--- config.mk ---
export PLATFORM = sky130hd
export DESIGN_NAME = sha_msg_streamer
export DESIGN_NICKNAME = d
export VERILOG_FILES = /design/src/rtl/sha_msg_streamer.sv
export SDC_FILE = /design/constraint.sdc
export NUM_CORES = 1
export LEC_CHECK = 0
export CORE_ASPECT_RATIO = 1.4
export CORE_MARGIN = 4
export CORE_UTILIZATION = 40
export DETAILED_ROUTE_END_ITERATION = 6
export HOLD_SLACK_MARGIN = 0.08
export PLACE_DENSITY = 0.68
export SLEW_MARGIN = 0
export SYNTH_ARGS = -nofsm -noshare
export SYNTH_HDL_FRONTEND = slang
export SYNTH_SLANG_ARGS = --single-unit
--- constraint.sdc ---
create_clock -name clk -period 4.55 [get_ports clk]
set_input_delay 0.91 -clock clk [delete_from_list [all_inputs] [get_ports clk]]
set_output_delay 0.91 -clock clk [all_outputs]
set_load 0.005 [all_outputs]
--- src/rtl/sha_msg_streamer.sv ---
// ============================================================================
// Module  : sha_msg_streamer
// Brief   : Serializes a message descriptor and a 32-bit big-endian word
//           stream into the byte stream consumed by the SHA hash cores.
// Revision: 1.0 - initial release
// ============================================================================
`default_nettype none

module sha_msg_streamer #(
  parameter int LEN_W = 32,
  parameter int ID_W  = 32
) (
  input  logic             clk,
  input  logic             rstn,
  input  logic             cmd_valid,
  output logic             cmd_ready,
  input  logic [ID_W-1:0]  cmd_id,
  input  logic [LEN_W-1:0] cmd_len,
  input  logic             s_valid,
  output logic             s_ready,
  input  logic [31:0]      s_data,
  output logic             tvalid,
  input  logic             tready,
  output logic             tlast,
  output logic [ID_W-1:0]  tid,
  output logic [7:0]       tdata,
  output logic             busy,
  output logic             err_empty
);

  typedef enum logic [1:0] {
    S_IDLE   = 2'd0,
    S_WAIT   = 2'd1,
    S_STREAM = 2'd2
  } state_t;

  state_t           r_state;
  logic [ID_W-1:0]  r_id;
  logic [LEN_W-1:0] r_bytes_left;
  logic [LEN_W-1:0] r_words_left;
  logic [31:0]      r_hold;
  logic             r_hold_valid;
  logic [1:0]       r_idx;
  logic             r_first;

  logic [LEN_W:0]   w_len_p3;
  logic [LEN_W-1:0] w_words;
  logic             w_emit;
  logic             w_last_byte;
  logic             w_word_done;
  logic             w_load;

  // One extra bit keeps the rounding add from wrapping at the maximum length.
  assign w_len_p3    = {1'b0, cmd_len} + (LEN_W+1)'(3);
  assign w_words     = LEN_W'(w_len_p3 >> 2);

  assign w_emit      = (r_state == S_STREAM) && r_hold_valid;
  assign w_last_byte = (r_bytes_left == LEN_W'(1));
  assign w_word_done = w_emit && ((r_idx == 2'd3) || w_last_byte);

  assign cmd_ready   = (r_state == S_IDLE);
  // A new word may land in the same edge the holding register hands out its final byte.
  assign s_ready     = ((r_state == S_WAIT) || (r_state == S_STREAM)) &&
                       (r_words_left != '0) && (!r_hold_valid || w_word_done);
  assign w_load      = s_valid && s_ready;

  always_ff @(posedge clk or negedge rstn) begin
    if (!rstn) begin
      r_state      <= S_IDLE;
      r_id         <= '0;
      r_bytes_left <= '0;
      r_words_left <= '0;
      r_hold       <= '0;
      r_hold_valid <= 1'b0;
      r_idx        <= 2'd0;
      r_first      <= 1'b0;
      tvalid       <= 1'b0;
      tlast        <= 1'b0;
      tid          <= '0;
      tdata        <= 8'd0;
      busy         <= 1'b0;
      err_empty    <= 1'b0;
    end else begin
      tvalid    <= 1'b0;
      tlast     <= 1'b0;
      tid       <= '0;
      err_empty <= 1'b0;

      case (r_state)
        S_IDLE: begin
          if (cmd_valid) begin
            if (cmd_len == '0) begin
              err_empty <= 1'b1;
            end else begin
              r_id         <= cmd_id;
              r_bytes_left <= cmd_len;
              r_words_left <= w_words;
              r_hold_valid <= 1'b0;
              r_first      <= 1'b1;
              busy         <= 1'b1;
              r_state      <= S_WAIT;
            end
          end
        end
        S_WAIT: begin
          if (tready) r_state <= S_STREAM;
        end
        S_STREAM: begin
          if (w_emit) begin
            tvalid       <= 1'b1;
            tdata        <= r_hold[31:24];
            tid          <= r_first ? r_id : '0;
            tlast        <= w_last_byte;
            r_first      <= 1'b0;
            r_hold       <= r_hold << 8;
            r_idx        <= r_idx + 2'd1;
            r_bytes_left <= r_bytes_left - LEN_W'(1);
            if (w_word_done) r_hold_valid <= 1'b0;
            if (w_last_byte) begin
              busy    <= 1'b0;
              r_state <= S_IDLE;
            end
          end
        end
        default: r_state <= S_IDLE;
      endcase

      if (w_load) begin
        r_hold       <= s_data;
        r_hold_valid <= 1'b1;
        r_idx        <= 2'd0;
        r_words_left <= r_words_left - LEN_W'(1);
      end
    end
  end

endmodule

`default_nettype wire

==> metrics.md <==
| Metric | Value |
|---|---|
| Initial drt markers | 523 |
| Distinct cells, synth | 62 |
| Starting Density | 40.90% |
| Critical-path cell list | or4_1 -> or3_1 -> o41ai_4 -> and3_1 -> clkdlybuf4s50_1 |
| Dpl cells | 1466 |
| Clock latency on the worst-skew pair | 450 ps |
| # Post-CTS Setup Buffers | 0 |
| Startpoint class of the critical path | flop |
| Yosys reg bits | 178 |
| Final Max Slew Viols | 0 |
| Post-place setup slack | 749.2 ps |
| Post-cts gate resize count | 0 |
| Worst-path clk slew | 70 ps |
| Final Critical Period | 4226 ps |
| RD Place Congestion | 0.9739 |
| Router iterations before antenna repair | 5 |
| Num CTS Buffers | 17 |
| P per Cell Area | 575.0 nW/um^2 |
| Warnings, synthesis | 0 |
| PortBufs | 146 |
| Final Cycle Share | 92.89% |
| Cell area after layout | 11700 sq um |
| CTS root buf | clkbuf_16 |
| Total Routing Usage GR | 21.30% |
| WL/cell | 18.06 microns |
| Lkg Pwr | 4.957 nW |
| Final WL | 27050 microns |
| DR vias | 8619 |
| Slowest stage cell, crit path | or4_1 |
| Hold-fix buffers, CTS | 0 |
| Post-route clock skew | 19.28 ps |
| Final hold violations | 0 |
| CP Data Required Time | 3640 ps |
| CP Max Fanout | 9 |
| DR vias/cell | 5.754 |
| FF-to-FF Start | r_bytes_left[8] |
| TritonCTS clock tree | done |
| Post-synth EDFFs | 0 |
| Final nets | 1294 |
| Diode count | 0 |
| Top_reg_cell synth | dfrtp_1 |
| Core area | 22770 sq um |
| Fill cell count | 2163 |
| Share of cells above drive strength 1 | 8.104% |
| Worst setup EP type | primary output |
| Worst-Margin Slew | 1008 ps |
| IO Pins | 147 |
| Vias in the first global route | 8332 |
| Post-Layout Cell Count | 1498 |
| CP max stage delay | 600 ps |
| CP startpoint | r_bytes_left[8] |
| First-pass GRT wire length | 43700 microns |
| Avg Cell Area, Syn | 8.787 sq um |
| Synthesized cell area | 9314 sq um |
| Setup WS post-layout | 323.7 ps |
| Fmax | 236.6 MHz |
| Clk sink count | 178 |
| Remaining antenna violation count after routing | 0 |
| Status | completed |
| Sum Neg Setup Slack | 0 ps |
| Final setup violation count | 0 |
| HP Class | flop to flop |
| GRT overflow | 0 |
| Hold path start | r_hold[28] |
| Post-DP HPWL | 18990 microns |
| Initial antenna violation count | 0 |
| Max Root-Sink Buffers | 2 |
| Maxcap violations | 0 |
| Die Y | 188.6 microns |
| DP Area | 11130 sq um |
| Worst vdd ir | 310.5 uV |
| DRC Markers | 0 |
| Synth async-reset ratio | 100.0% |
| Critical Path AT | 3320 ps |
| Critical path class | flop to primary output |
| Post-Syn Nets | 1170 |
| Die area | 25820 sq um |
| Width of the die | 137.0 microns |
| Syn-to-layout area delta | 25.62% |
| Pin count of the biggest net entering global routing | 91 |
| RSZ-0062 raised after global routing | false |
| Number of core rows | 65 |
| Final core occ | 51.38% |
| CTS H-Tree Depth | 4 |
| Sequential share of the synthesized area | 47.82% |
| Max-Slew Margin vs Limit | 32.71% |
| Mapped Cells | 1060 |
-- synth_stat cells (5+ instances only) --
library cell / count / share of area (%)
nand2_1: 239 / 9.6
dfrtp_1: 178 / 48
nor2_1: 55 / 2.2
clkbuf_1: 52 / 2.1
nand3_1: 47 / 2.5
and3_1: 43 / 2.9
a21oi_1: 42 / 2.3
o21ai_0: 34 / 1.8
nand4_1: 28 / 1.9
nor4_1: 28 / 1.9
or3_1: 28 / 1.9
nor3_1: 27 / 1.5
a31oi_1: 26 / 1.7
inv_1: 26 / 1.0
or4_1: 21 / 1.7
o221a_2: 17 / 2.1
xnor2_1: 13 / 1.2
a32oi_1: 12 / 1.1
a22oi_1: 10 / 0.81
ha_1: 9 / 1.2
xor2_1: 9 / 0.85
o211ai_1: 8 / 0.64
buf_2: 7 / 0.38
a2111oi_0: 5 / 0.47
and2_1: 5 / 0.34
and4_1: 5 / 0.47
nor2b_1: 5 / 0.34
o21a_1: 5 / 0.40
o21bai_1: 5 / 0.40
-- path summary, 6_finish.rpt --
| path | depth (start not counted) | end | slack, ps |
|---|---|---|---|
| hold / removal | 2 | tdata[4] | 460 |
| setup reg to reg | 7 | r_words_left[11] | 970 |
| hold reg to reg | 2 | tdata[4] | 460 |
| min in group asynchronous | 1 | r_bytes_left[24] | 560 |
| max in group asynchronous | 2 | r_hold[18] | 3000 |
| setup / recovery | 5 | s_ready | 320 |
-- layer usage --
layer | up-vias | track usage (%) | routed length (microns)
li1 | 4082 | - | -
met1 | 4176 | 27.23 | 11020
met2 | 305 | 34.96 | 13390
met3 | 56 | 3.579 | 1471
met4 | 0 | 9.869 | 1170
met5 | - | 0 | 0
-- cell type report --
cell class	instances	area, sq um	area share (%)
Multi-Input combinational cell	789	4504	38.50
Sequential cell	178	4454	38.07
Timing Repair Buffer	172	1695	14.49
Clock buffer	17	425.4	3.636
Tap cell	301	376.6	3.219
Clock inverter	15	146.4	1.251
Inverter	26	97.59	0.8341
-- kinds of logic (layout without fill, tap and decap cells) --
group | count (synthesis) | after routing | synth area share [%]
AND/OR/NAND/NOR | 553 | 553 | 29.07
AO/OA/AOI/OAI | 202 | 202 | 15.48
flip-flops | 178 | 178 | 47.82
buffers and inverters | 93 | 230 | 4.003
XOR/XNOR | 22 | 22 | 2.069
adder cells (fa/ha/maj) | 9 | 9 | 1.209
multiplexers | 3 | 3 | 0.3493
-- cells in the final DEF (no fill, tap or decap), drive strengths merged, types with 27 or more instances in the layout --
master | netlist | layout
nor2 | 55 | 55
buf | 15 | 27
nor4 | 28 | 28
dfrtp | 178 | 178
nand3 | 48 | 48
nor3 | 27 | 27
nand2 | 239 | 239
nand4 | 28 | 28
or3 | 28 | 28
a21oi | 42 | 42
inv | 26 | 32
o21ai | 34 | 34
clkdlybuf4s50 | 0 | 145
and3 | 43 | 43
-- sequential cells by signal, summed over array words and instances, names as in the netlist --
signal and flops:
r_bytes_left 32, r_hold 32, r_id 32, r_words_left 32
tid 32, tdata 8, r_idx 2, r_state 2
busy 1, err_empty 1, r_first 1, r_hold_valid 1
tlast 1, tvalid 1
-- power by group --
group | leakage (nW) | internal (mW) | switching [mW]
sequential | 2.18 | 2.20 | 0.545
combinational | 2.50 | 1.11 | 1.45
clock | 0.277 | 0.726 | 0.698
total | 4.96 | 4.04 | 2.69
-- through the flow --
step	hold slack, ps	total power, mW
3_5_place_dp	453.4	5.332
6_report	463.7	6.728
4_1_cts	469.7	6.774
2_1_floorplan	437.4	4.392
3_3_place_gp	446.7	5.233
5_1_grt	480.4	7.249
-- worst max-delay path: cells and delay by family (launching register included) --
family / cells / cell delay, ps
AOI/OAI and AO/OA: 1 / 520
buffers and inverters: 1 / 540
DFF: 1 / 420
and+or+nand+nor: 3 / 1420
No activity file was read; power rests on OpenSTA's default activity.
